$ cat src/rtl/smartcount_people_counter.sv
// Doorway occupancy counter: two beam sensors are synchronised, debounced and
// decoded into entry/exit events that drive a saturating 7-bit count.
module smartcount_people_counter #(
  parameter int DEBOUNCE_CYCLES = 50000,
  parameter int TIMEOUT_CYCLES  = 100000000,
  parameter int MAX_COUNT       = 99
) (
  input  logic       clk,
  input  logic       reset,
  input  logic       sensor_a,
  input  logic       sensor_b,
  output logic [6:0] count_o,
  output logic       ready_o,
  output logic       update_o,
  output logic       dir_o,
  output logic       busy_o
);

  localparam int DB_W = $clog2(DEBOUNCE_CYCLES + 1);
  localparam int TO_W = $clog2(TIMEOUT_CYCLES + 1);

  typedef enum logic [2:0] {
    IDLE, IN1, IN2, IN3, OUT1, OUT2, OUT3, WAIT_CLR
  } state_t;

  logic [1:0] raw;
  logic [1:0] filt;
  assign raw = {sensor_b, sensor_a};

  // Bit 0 is sensor a, bit 1 is sensor b; each path is identical.
  genvar gi;
  generate
    for (gi = 0; gi < 2; gi++) begin : g_db
      logic            sync1_reg;
      logic            sync2_reg;
      logic            filt_reg;
      logic [DB_W-1:0] run_reg;

      always_ff @(posedge clk) begin
        if (reset) begin
          sync1_reg <= 1'b0;
          sync2_reg <= 1'b0;
          filt_reg  <= 1'b0;
          run_reg   <= '0;
        end else begin
          sync1_reg <= raw[gi];
          sync2_reg <= sync1_reg;
          if (sync2_reg == filt_reg) begin
            run_reg <= '0;
          end else if (run_reg == DB_W'(DEBOUNCE_CYCLES - 1)) begin
            filt_reg <= sync2_reg;
            run_reg  <= '0;
          end else begin
            run_reg <= run_reg + 1'b1;
          end
        end
      end

      assign filt[gi] = filt_reg;
    end
  endgenerate

  state_t          state_reg, state_next;
  logic [TO_W-1:0] timer_reg;
  logic [6:0]      count_reg;
  logic            ready_reg, update_reg, dir_reg;
  logic            entry_ev, exit_ev, in_seq;
  logic            a, b;

  assign a = filt[0];
  assign b = filt[1];
  assign in_seq = (state_reg != IDLE) && (state_reg != WAIT_CLR);

  always_comb begin
    state_next = state_reg;
    entry_ev   = 1'b0;
    exit_ev    = 1'b0;
    case (state_reg)
      IDLE: begin
        if (a && !b)      state_next = IN1;
        else if (!a && b) state_next = OUT1;
        else if (a && b)  state_next = WAIT_CLR;
      end
      IN1: begin
        if (a && b)        state_next = IN2;
        else if (!a && !b) state_next = IDLE;
      end
      IN2: begin
        if (!a && b)       state_next = IN3;
        else if (a && !b)  state_next = IN1;
        else if (!a && !b) state_next = IDLE;
      end
      IN3: begin
        if (!a && !b) begin
          state_next = IDLE;
          entry_ev   = 1'b1;
        end else if (a && b) begin
          state_next = IN2;
        end
      end
      OUT1: begin
        if (a && b)        state_next = OUT2;
        else if (!a && !b) state_next = IDLE;
      end
      OUT2: begin
        if (a && !b)       state_next = OUT3;
        else if (!a && b)  state_next = OUT1;
        else if (!a && !b) state_next = IDLE;
      end
      OUT3: begin
        if (!a && !b) begin
          state_next = IDLE;
          exit_ev    = 1'b1;
        end else if (a && b) begin
          state_next = OUT2;
        end
      end
      WAIT_CLR: begin
        if (!a && !b) state_next = IDLE;
      end
      default: state_next = IDLE;
    endcase
    // A sequence parked too long in one step is abandoned without an event.
    if (in_seq && (state_next == state_reg) &&
        (timer_reg == TO_W'(TIMEOUT_CYCLES - 1))) begin
      state_next = WAIT_CLR;
    end
  end

  always_ff @(posedge clk) begin
    if (reset) begin
      state_reg  <= IDLE;
      timer_reg  <= '0;
      count_reg  <= '0;
      ready_reg  <= 1'b0;
      update_reg <= 1'b0;
      dir_reg    <= 1'b0;
    end else begin
      state_reg  <= state_next;
      ready_reg  <= 1'b1;
      update_reg <= 1'b0;
      if (!in_seq || (state_next != state_reg)) timer_reg <= '0;
      else                                      timer_reg <= timer_reg + 1'b1;
      if (entry_ev) begin
        dir_reg <= 1'b1;
        if (count_reg < 7'(MAX_COUNT)) begin
          count_reg  <= count_reg + 7'd1;
          update_reg <= 1'b1;
        end
      end else if (exit_ev) begin
        dir_reg <= 1'b0;
        if (count_reg != 7'd0) begin
          count_reg  <= count_reg - 7'd1;
          update_reg <= 1'b1;
        end
      end
    end
  end

  assign count_o  = count_reg;
  assign ready_o  = ready_reg;
  assign update_o = update_reg;
  assign dir_o    = dir_reg;
  assign busy_o   = (state_reg != IDLE);

endmodule

$ cat config.mk
export PLATFORM = sky130hd
export DESIGN_NAME = smartcount_people_counter
export DESIGN_NICKNAME = d
export VERILOG_FILES = /design/src/rtl/smartcount_people_counter.sv
export SDC_FILE = /design/constraint.sdc
export NUM_CORES = 1
export LEC_CHECK = 0
export CAP_MARGIN = 25
export CORE_MARGIN = 2
export CORE_UTILIZATION = 60
export DETAILED_ROUTE_END_ITERATION = 8
export GPL_TIMING_DRIVEN = 0
export PLACE_DENSITY = 0.84
export SYNTH_ARGS = -nofsm -noshare
export SYNTH_HDL_FRONTEND = slang
export SYNTH_SLANG_ARGS = --single-unit
$ cat constraint.sdc
create_clock -name clk -period 2.73 [get_ports clk]
set_input_delay 0.4095 -clock clk [delete_from_list [all_inputs] [get_ports clk]]
set_output_delay 0.4095 -clock clk [all_outputs]
set_load 0.1 [all_outputs]
==> impl_metrics.env <==
export IMPL_fin_util_pct=71.26
export IMPL_fin_ws_ns=0.09797
export IMPL_endpoint_kind="output pin"
export IMPL_peakVddDrop_v=0.0006000
export IMPL_synth_area_leaders="dfxtp_1 (42%), nor2_1 (8.8%), xnor2_1 (8.3%), xor2_1 (5.9%), nand2_1 (4.0%)"
export IMPL_ys_async_sr_fraction_pct=0
export IMPL_critical_path_slowest_cell="clkdlybuf4s50_1"
export IMPL_syn_num_nets=447
export IMPL_yosysMostFrequentCell="nor2_1"
export IMPL_routed_wl_mm=7.028
export IMPL_core_mm2=0.005921
export IMPL_maxSlewHeadroom_pct=33.86
export IMPL_min_period_ns=2.632
export IMPL_hold_viol=0
export IMPL_grt_ovfl_total=0
export IMPL_status="finished clean"
export IMPL_fin_crit_sh_pct=96.41
export IMPL_syn_inst=434
export IMPL_required_ns=2.32
export IMPL_dpl_hpwl_mm=4.824
export IMPL_clockBufferDepth=2
export IMPL_drv_cap=0
export IMPL_num_rows=28
export IMPL_grt_max_degree=14
export IMPL_antenna_found_initial=0
export IMPL_antenna_cells=0
export IMPL_drive_above_1_share_pct=10.49
export IMPL_netlist_area_leader_share_pct=42.36
export IMPL_track_usage_pct=22.08
export IMPL_p_total_mw=2.293
export IMPL_die_h_um=82.38
export IMPL_syn_to_final_growth_pct=14.46
export IMPL_dieArea_mm2=0.006786
export IMPL_dr_pass1_iters=4
export IMPL_vias=2961
export IMPL_io_buffer_count=14
export IMPL_tns_ns=0
export IMPL_crit_arrival_ns=2.22
export IMPL_largest_reg_flops=32
export IMPL_ant_nets=0
export IMPL_setup_violations_final=0
export IMPL_critPathKind="reg2out"
export IMPL_htreeDepth=3
export IMPL_yosys_warnings=0
export IMPL_clock_latency_ns=0.35
export IMPL_start_util_pct=62.26
export IMPL_tightestPinTransition_ns=0.9890
export IMPL_synth_common_cells="nor2_1 (86), dfxtp_1 (78), nand2_1 (39), xnor2_1 (35), xor2_1 (25)"
export IMPL_routabilityCongestion=0.8178
export IMPL_io_pins=15
export IMPL_clock_sinks=78
export IMPL_slowest_delay_ns=1.15
export IMPL_crit_fanout=10
export IMPL_place_worst_setup_slack_ns=-0.09504
export IMPL_finalMaxSlewViolations=0
export IMPL_numCtsBuffers=9
export IMPL_num_nets_final=475
export IMPL_grt_pass1_wl_mm=11.59
export IMPL_n_fill_cell=457
export IMPL_start_kind="flop"
export IMPL_ys_seq_area_share_pct=42.36
export IMPL_fmax_ghz=0.3799
export IMPL_ys_ff_latch=78
export IMPL_fin_skew_ns=0.006803
export IMPL_hp_class="reg2reg"
export IMPL_synth_cell_types=49
export IMPL_crit_chain="buf_2, or3_1, clkdlybuf4s50_1"
export IMPL_p_per_area_mw_per_mm2=543.6
export IMPL_cts_tree="built"
export IMPL_p_leak_nw=1.404
export IMPL_drt_initial_drc_count=146
export IMPL_synth_edff_count=0
export IMPL_syn_area_mm2=0.003686
export IMPL_viasPerCell=5.463
export IMPL_yosys_area_top_type="dfxtp_1"
export IMPL_clk_pin_slew_worst_paths_ns=0.07
export IMPL_synth_area_per_cell_um2=8.493
export IMPL_wl_per_cell_um=12.97
export IMPL_die_w_um=82.38
export IMPL_ys_flop_type="dfxtp_1"
export IMPL_drc_errors=0
export IMPL_grt_pass1_vias=2761
export IMPL_clockRootBuffer="clkbuf_8"
export IMPL_cts_hold_buf=0
[logic make-up (layout without fill, tap and decap cells)]
| family | Yosys count | after routing | synth area share (%) |
|---|---|---|---|
| AND/OR/NAND/NOR | 211 | 211 | 27.53 |
| flip-flops | 78 | 78 | 42.36 |
| XOR/XNOR | 60 | 60 | 14.26 |
| AO/OA/AOI/OAI | 46 | 46 | 7.400 |
| buffers and inverters | 23 | 56 | 3.293 |
| adder cells (fa/ha/maj) | 9 | 9 | 3.259 |
| multiplexers | 7 | 7 | 1.901 |
[final timing paths]
kind                     start                end  slack [ns]  cells after the start
max               state_reg[1]             busy_o         0.1                      3
min          g_db[0].sync1_reg  g_db[0].sync2_reg        0.46                      1
max reg2reg                  a         count_o[6]        0.14                     11
min reg2reg  g_db[0].sync1_reg  g_db[0].sync2_reg        0.46                      1
[critical path: cells and delay by family, from the launching register on]
family | cells | cell delay, ns
buf+inv | 2 | 1.36
flops | 1 | 0.33
simple gates | 1 | 0.18
[timing repair]
action                     CTS  global route
setup buffers                0             3
resized for setup            2             3
pin swaps                    0             2
setup endpoints to repair    1             1
[per-layer routing]
layer | vias to the layer above | wire length (µm) | GRT usage [%]
met5 | - | 0 | 0
met4 | 0 | 149 | 7.833
met3 | 17 | 261 | 5.870
met2 | 53 | 3380 | 37.50
met1 | 1384 | 3237 | 26.82
li1 | 1507 | - | -
[cell type report]
cell class                      count  area (µm²)  area share [%]
Inverter                            8       30.03          0.7117
Tap cell                           75       93.84           2.224
Timing Repair Buffer               17       162.7           3.855
Clock buffer                       10       127.6           3.025
Buffer                             15       91.34           2.165
Multi-Input combinational cell    333        2018           47.84
Clock inverter                      6       133.9           3.173
Sequential cell                    78        1562           37.01
[where the power goes]
part / leakage, nW / internal, mW / switching, mW
sequential: 0.629 / 1.14 / 0.00298
clock: 0.130 / 0.700 / 0.410
combinational: 0.645 / 0.0127 / 0.0263
[through the flow]
step / cell area, µm² / hold WS (ns) / std cells
finish: 4219 / 0.4552 / 542
global route: 4219 / 0.4675 / 542
CTS: 4189 / 0.4605 / 539
detailed placement: 3920 / 0.4327 / 523
global placement: 3920 / 0.4252 / 523
floorplan: 3686 / 0.4138 / 434
[placed cells by master, fill, tap and decap left out, types with 8 or more instances in the layout]
master and count:
nor2_1 85, nand2_1 38, nor3_1 8, clkbuf_8 11, nand3_1 19, xor2_1 25, nor2b_1 9, xnor2_1 35
dfxtp_1 78, o21ai_0 12, a21oi_1 21, inv_1 8, clkdlybuf4s50_1 14, and3_1 13
No activity file was read; power rests on OpenSTA's default activity.
